<file path="src/rtl/key_debounce.sv">
// key_debounce: two-flop synchroniser followed by a four-state debounce FSM
// that turns a bouncing active-low push-button pin into a clean level on
// sys_clk. key_o only changes after DEBOUNCE_CYCLES consecutive samples that
// disagree with it; any agreeing sample restarts qualification from zero.
//
// Optional feature, enabled by defining KEY_DEBOUNCE_LONG_PRESS_EN:
//   a long-press detector that emits one key_long pulse per press once key_o
//   has been held at 0 long enough. Without the macro key_long is tied to 0.
//
// The FSM state is kept in r_state (type state_t) so checkers can bind to it.
module key_debounce #(
    parameter int DEBOUNCE_CYCLES = 1_000_000,
    parameter int LONG_CYCLES     = 50_000_000,
    parameter int CNT_W           = 26
) (
    input  logic sys_clk,
    input  logic sys_rst_n,
    input  logic key_raw,
    output logic key_o,
    output logic key_long
);

    typedef enum logic [1:0] {
        REL     = 2'd0,  // stable released, key_o = 1
        F_PRESS = 2'd1,  // filtering a press
        PRS     = 2'd2,  // stable pressed, key_o = 0
        F_REL   = 2'd3   // filtering a release
    } state_t;

    localparam logic [CNT_W-1:0] DB_LAST = CNT_W'(DEBOUNCE_CYCLES - 1);
    localparam logic [CNT_W-1:0] CNT_ONE = CNT_W'(1);
    localparam logic [CNT_W-1:0] CNT_MAX = '1;

    // Reject configurations the counter cannot represent.
    if (DEBOUNCE_CYCLES < 2 ||
        (CNT_W < 31 && (DEBOUNCE_CYCLES >= (1 << CNT_W) ||
                        LONG_CYCLES     >= (1 << CNT_W)))) begin : g_bad_param
        $error("key_debounce: DEBOUNCE_CYCLES must be >= 2 and both counts must fit in CNT_W bits");
    end

    logic             r_s1;
    logic             r_s2;
    state_t           r_state;
    state_t           w_state_nxt;
    logic [CNT_W-1:0] r_cnt;
    logic [CNT_W-1:0] w_cnt_nxt;
    logic             r_key_o;
    logic             w_key_o_nxt;

    // Two-flop synchroniser; both stages idle at the released level.
    always_ff @(posedge sys_clk or negedge sys_rst_n) begin
        if (!sys_rst_n) begin
            r_s1 <= 1'b1;
            r_s2 <= 1'b1;
        end else begin
            r_s1 <= key_raw;
            r_s2 <= r_s1;
        end
    end

    // FSM state, qualification counter and the debounced level register.
    always_ff @(posedge sys_clk or negedge sys_rst_n) begin
        if (!sys_rst_n) begin
            r_state <= REL;
            r_cnt   <= '0;
            r_key_o <= 1'b1;
        end else begin
            r_state <= w_state_nxt;
            r_cnt   <= w_cnt_nxt;
            r_key_o <= w_key_o_nxt;
        end
    end

    // Next-state logic: a disagreeing sample opens a filter window, an agreeing
    // one inside the window is treated as a bounce and closes it again.
    always_comb begin
        w_state_nxt = r_state;
        w_cnt_nxt   = '0;
        w_key_o_nxt = r_key_o;
        case (r_state)
            REL: begin
                if (r_s2 != r_key_o) begin
                    w_state_nxt = F_PRESS;
                    w_cnt_nxt   = CNT_ONE;
                end
            end
            PRS: begin
                if (r_s2 != r_key_o) begin
                    w_state_nxt = F_REL;
                    w_cnt_nxt   = CNT_ONE;
                end
            end
            F_PRESS: begin
                if (r_s2 == r_key_o) begin
                    w_state_nxt = REL;
                end else if (r_cnt == DB_LAST) begin
                    w_state_nxt = PRS;
                    w_key_o_nxt = ~r_key_o;
                end else begin
                    w_cnt_nxt = (r_cnt == CNT_MAX) ? r_cnt : r_cnt + CNT_ONE;
                end
            end
            F_REL: begin
                if (r_s2 == r_key_o) begin
                    w_state_nxt = PRS;
                end else if (r_cnt == DB_LAST) begin
                    w_state_nxt = REL;
                    w_key_o_nxt = ~r_key_o;
                end else begin
                    w_cnt_nxt = (r_cnt == CNT_MAX) ? r_cnt : r_cnt + CNT_ONE;
                end
            end
            default: begin
                w_state_nxt = REL;
            end
        endcase
    end

    assign key_o = r_key_o;

`ifdef KEY_DEBOUNCE_LONG_PRESS_EN
    localparam logic [CNT_W-1:0] LONG_LAST = CNT_W'(LONG_CYCLES - 1);

    logic [CNT_W-1:0] r_long_cnt;
    logic             r_long_fired;
    logic             r_long_hit;
    logic             r_key_long;

    // Long-press timer: counts while stably pressed, fires once per press and
    // re-arms only when the debounced level returns to released.
    always_ff @(posedge sys_clk or negedge sys_rst_n) begin
        if (!sys_rst_n) begin
            r_long_cnt   <= '0;
            r_long_fired <= 1'b0;
            r_long_hit   <= 1'b0;
            r_key_long   <= 1'b0;
        end else begin
            if (r_state == PRS) begin
                if (r_long_cnt != CNT_MAX) begin
                    r_long_cnt <= r_long_cnt + CNT_ONE;
                end
            end else begin
                r_long_cnt <= '0;
            end

            r_long_hit <= 1'b0;
            if (r_key_o) begin
                r_long_fired <= 1'b0;
            end else if (r_state == PRS && !r_long_fired && r_long_cnt == LONG_LAST) begin
                r_long_fired <= 1'b1;
                r_long_hit   <= 1'b1;
            end

            r_key_long <= r_long_hit;
        end
    end

    assign key_long = r_key_long;
`else
    assign key_long = 1'b0;
`endif

endmodule

</file>
<file path="config.mk">
export PLATFORM = sky130hd
export DESIGN_NAME = key_debounce
export DESIGN_NICKNAME = d
export VERILOG_FILES = /design/src/rtl/key_debounce.sv
export SDC_FILE = /design/constraint.sdc
export NUM_CORES = 1
export LEC_CHECK = 0
export BUFFER_PORTS_ARGS = -buffer_cell sky130_fd_sc_hd__buf_2
export CAP_MARGIN = 20
export CORE_ASPECT_RATIO = 1.4
export CORE_MARGIN = 2
export CORE_UTILIZATION = 50
export CTS_CLUSTER_SIZE = 24
export DETAILED_ROUTE_END_ITERATION = 6
export GPL_TIMING_DRIVEN = 1
export PLACE_DENSITY = 0.66
export SYNTH_ARGS = -nofsm -noshare
export SYNTH_HDL_FRONTEND = slang
export SYNTH_SLANG_ARGS = --single-unit
</file>
<file path="constraint.sdc">
create_clock -name sys_clk -period 3.7 [get_ports sys_clk]
set_clock_uncertainty 0.15 [all_clocks]
set_input_delay 0.185 -clock sys_clk [delete_from_list [all_inputs] [get_ports sys_clk]]
set_output_delay 0.185 -clock sys_clk [all_outputs]
set_load 0.02 [all_outputs]
</file>
== Word level (Yosys, flattened, before mapping) ==
Index checks and enable logic that the tools add are counted.

* Flip-flop bits (word level): 31
* Input bits: 3
* Output and inout bits: 2
* Word-level logic and storage cells: 37

* $add $sub $neg: 1
* Equal/unequal tests: 12
* Multiplexer cells: 12
* Bitwise gates (word level): 2
* Reduce and logical (&&, ||, !) cells: 5

{| class="wikitable"
|+ Operator list
! operator !! count
|-
| two-way mux 26 bit || 3
|-
| one-hot mux 26 bit (2 select lines) || 1
|-
| adder 26 x 1 -> 26 bit, second input constant || 1
|-
| == test 26 x 20 -> 1 bit, second input constant || 1
|-
| == test 26 bit, second input constant || 1
|-
| two-way mux 2 bit || 6
|-
| one-hot mux 2 bit (4 select lines) || 1
|-
| inequality test 3 bit, second input constant || 2
|-
| == test 2 bit, second input constant || 2
|-
| inequality test 2 bit, second input constant || 2
|-
| inequality test 4 bit, second input constant || 1
|-
| AND reduction 4 bit || 1
|-
| OR reduction 2 bit || 2
|-
| AND reduction 3 bit || 1
|-
| == test 2 x 1 -> 1 bit, second input constant || 1
|-
| zero test 2 bit || 1
|-
| inverter 1 bit || 2
|-
| == test 1 bit || 1
|-
| two-way mux 1 bit || 1
|-
| inequality test 1 bit || 1
|}

== Depth between registers and ports, before layout ==
* Depth after elaboration: 5
* Mapped depth: 8
* Gate-level depth less buffers: 6

== Worst setup path after synthesis ==
Ideal clock, no wire load.

* Path type: reg-to-reg
* Start: register r_cnt[0]
* End: register r_cnt[21]
* Setup time: 74 ps
* Arrival time: 2011 ps
* Data required time: 3476 ps
* Slack: 1465 ps
* Cell stages (with the launch flop): 8
* Path buffers: 1
* Period minus slack after synthesis: 2235 ps
* Cells stage by stage: dfrtp_1 > ha_1 > and3_1 > and4_1 > buf_2 > a31o_4 > or4b_4 > a21oi_2

* Word-level cells in the longest chain between the ends: 5
* Elaborated cells between the ends (all ways): 8
* Classes of those cells: add/sub: 1; eq/ne: 3; mux: 4

{| class="wikitable"
|+ RTL lines
! element !! line !! source
|-
| from (decl) || 45 || <nowiki>logic [CNT_W-1:0] r_cnt;</nowiki>
|-
| from (signal assigned) || 69 || <nowiki>r_cnt <= w_cnt_nxt;</nowiki>
|-
| adder 26 x 1 -> 26 bit || 100, 110 ||
|-
| two-way mux 26 bit || 100, 110 ||
|-
| two-way mux 26 bit || 96, 106 ||
|-
| two-way mux 26 bit || 104 || <nowiki>if (r_s2 == r_key_o) begin</nowiki>
|-
| one-hot mux 26 bit (2 select lines) || 80 || <nowiki>case (r_state)</nowiki>
|}

Several ways; a longest one is shown, not always the timed one. The select of a mux whose other input is x is not followed.
A chain may end at the register's enable or synchronous reset.

== Worst setup path after layout ==
* Start: register r_cnt[12]
* End: register r_cnt[14]

Same word-level chain as after synthesis.

==> reports/metrics.cfg <==
[run_status]
status=completed

[timing]
rsz0062_at_grt=false
hold_violations=0
tns_ns=0
slew_viol_final=0
setup_ws_ns=1.069
slew_headroom_pct=37.04
finalCritPeriodShare_pct=71.10
fmax_ghz=0.3801
finalSetupViolations=0
period_needed_ns=2.631
tightest_slew_ns=0.9418

[synth]
synth_seq_cells=30
synthArstFlopShare_pct=100.0
ys_types=39
synth_edf_count=0
synthesis.area_sq_mm=0.001672
synthesis.nets=183
ys_top_cells_by_area=dfrtp_1, a21oi_1, dfstp_2, nand4_1, and4_1
synth_top_flop_cell=dfrtp_1
synth_cells=178
synth-seq-area-share_pct=45.13
synth_top_cell_area_share_pct=40.42
syn_area_per_cell_sq_um=9.391
synth_warnings=0
synth_top_area_cell=dfrtp_1

[worst_setup_path]
ff2ff_path_depth=5
crit_end=r_cnt[14]
crit_fanout=24
cp_num_buf_inv=0
slowest_delay_ns=0.67
rr_startpoint=r_cnt[12]
crit_slowest_cell=nand3_1
cp.depth=5
worst_setup_path_end_kind=flop
cp.required_ns=3.66
crit_family=simple AND/OR/NAND/NOR gates
cp-start-kind=flop
rr_endpoint=r_cnt[14]
critPathLaunch=r_cnt[12]
critPathKind=flop to flop
r2r_setup_slack_ns=1.07
path_cells=nor4b_1 -> nand4_1 -> or3_1 -> nand3_1 -> o21ai_0
arrival_ns=2.59

[cts]
clk_latency_ns=0.28
cts.sinks=30
cts_tree=yes
cts_resized=0
clock-root-buffer=clkbuf_8
cts_hold_buf=2
cts_setup_buffers=0
cts_buffer_depth=2
clk_pin_slew_worst_paths_ns=0.06
htree_num_levels=2
cts_buffers=5

[placed_design]
finalWeightedCongestion=0.8252
port_buffers=3
dp.cells=213
dp.final_hpwl_um=2545
dp_slack_ns=1.070

[drt]
dr.pass1.iters=4
drc=0
route.vias.total=1414
drt_iter0_markers=34
ant_nets=0
wl_per_cell_um=16.33
routed_wl_um=3641
via_per_inst=6.341

[finish]
drive_gt1_share_pct=10.87
antenna_cells=0
layout_commonest_cell=dfrtp_1
fin_util_pct=57.10
nets=188
layout.cells.non_filler=223
syn_to_final_growth_pct=7.710
final_cell_mix=dfrtp_1, a21oi_1, nand2_1
nFillCells=296

[grt]
grt_pass1_vias=1446
grt_max_degree=31
antenna_found_initial=0
grt.total_usage_pct=22.60
grt_overflow=0
grt_pass1_wl_um=6472

[pwr]
power.leakage_nw=0.6503
power_density_mw_per_mm2=335.5
vdd_drop_max_v=0.0003255

[floorplanning]
io_pins=5
rows=24
die_width_um=52.87
start_util_pct=53.02
dieArea_sq_mm=0.003828
die_height_um=72.42
core_area_sq_mm=0.003153

[run]
cap_viol_max_count=0

[min_path]
min_path_type=flop to flop

==> metrics by stage <==
step	hold slack, ns	instance area [sq um]	power, mW
CTS	0.2057	1800	0.6101
finish	0.2050	1800	0.6041
global placement	0.08805	1700	0.3600
global route	0.2161	1800	0.6283
floorplan	-0.2606	1672	0.3515
detailed placement	0.09488	1700	0.3607
==> flip-flops by register name, indices dropped and copies added (netlist names) <==
register,cells
r_state,1
key_o,1
r_s1,1
r_cnt,26
r_s2,1
==> cell type report <==
class | instances | area [sq um] | share of cell area, %
flip-flops and latches | 30 | 754.5 | 41.90
repair buffers | 5 | 35.03 | 1.946
multi-input cells | 138 | 870.8 | 48.37
inverters | 3 | 11.26 | 0.6254
well taps | 39 | 48.80 | 2.710
clock buffers | 8 | 80.08 | 4.448
==> layer usage <==
metal / vias to the layer above / global-route usage, % / part of all wire, %
met4: 0 / 9.687 / 1.6
met5: - / 0 / 0
met2: 19 / 37.78 / 52
li1: 694 / - / -
met3: 6 / 4.321 / 2.5
met1: 695 / 27.96 / 44
==> logic make-up after synthesis <==
group                      after synthesis  share of synthesized area, %
AOI/OAI and AO/OA                       45                         16.39
and+or+nand+nor                         81                         29.27
DFF                                     30                         45.14
xor gates and xnor gates                 9                         4.716
other                                    1                        0.2243
buffers and inverters                   10                         2.769
adders and majority gates                2                         1.497
==> synth_stat cells (2+ instances only) <==
| cell | number |
|---|---|
| a211oi_1 | 2 |
| a21oi_1 | 17 |
| a31oi_1 | 4 |
| and2_1 | 2 |
| and3_1 | 2 |
| and4_1 | 7 |
| buf_4 | 2 |
| clkbuf_1 | 3 |
| dfrtp_1 | 27 |
| dfstp_2 | 3 |
| ha_1 | 2 |
| inv_1 | 3 |
| nand2_1 | 15 |
| nand3_1 | 9 |
| nand3b_1 | 2 |
| nand4_1 | 11 |
| nor2_1 | 8 |
| nor4_1 | 3 |
| nor4b_1 | 2 |
| o21ai_0 | 11 |
| o31ai_1 | 7 |
| or3_1 | 7 |
| or3_2 | 2 |
| or4_1 | 5 |
| xnor2_1 | 6 |
| xor2_1 | 3 |
==> power by group <==
group / internal, mW / leakage, nW / switching (mW) / total [mW]
combinational: 0.00544 / 0.207 / 0.0149 / 0.0203
sequential: 0.332 / 0.404 / 0.00348 / 0.336
clock: 0.133 / 0.0395 / 0.115 / 0.248
==> how the worst min path moves through the flow <==
stage	from	end	slack, ns	cells after the start
floorplan	sys_rst_n	r_cnt[0]	-0.26	0
global placement	sys_rst_n	r_cnt[17]	0.09	1
detailed placement	sys_rst_n	r_cnt[17]	0.09	1
CTS	r_s1	r_s2	0.21	0
global route	r_s1	r_s2	0.22	0
finish	r_s1	r_s2	0.21	0
Power figures use the tool's default switching activity.
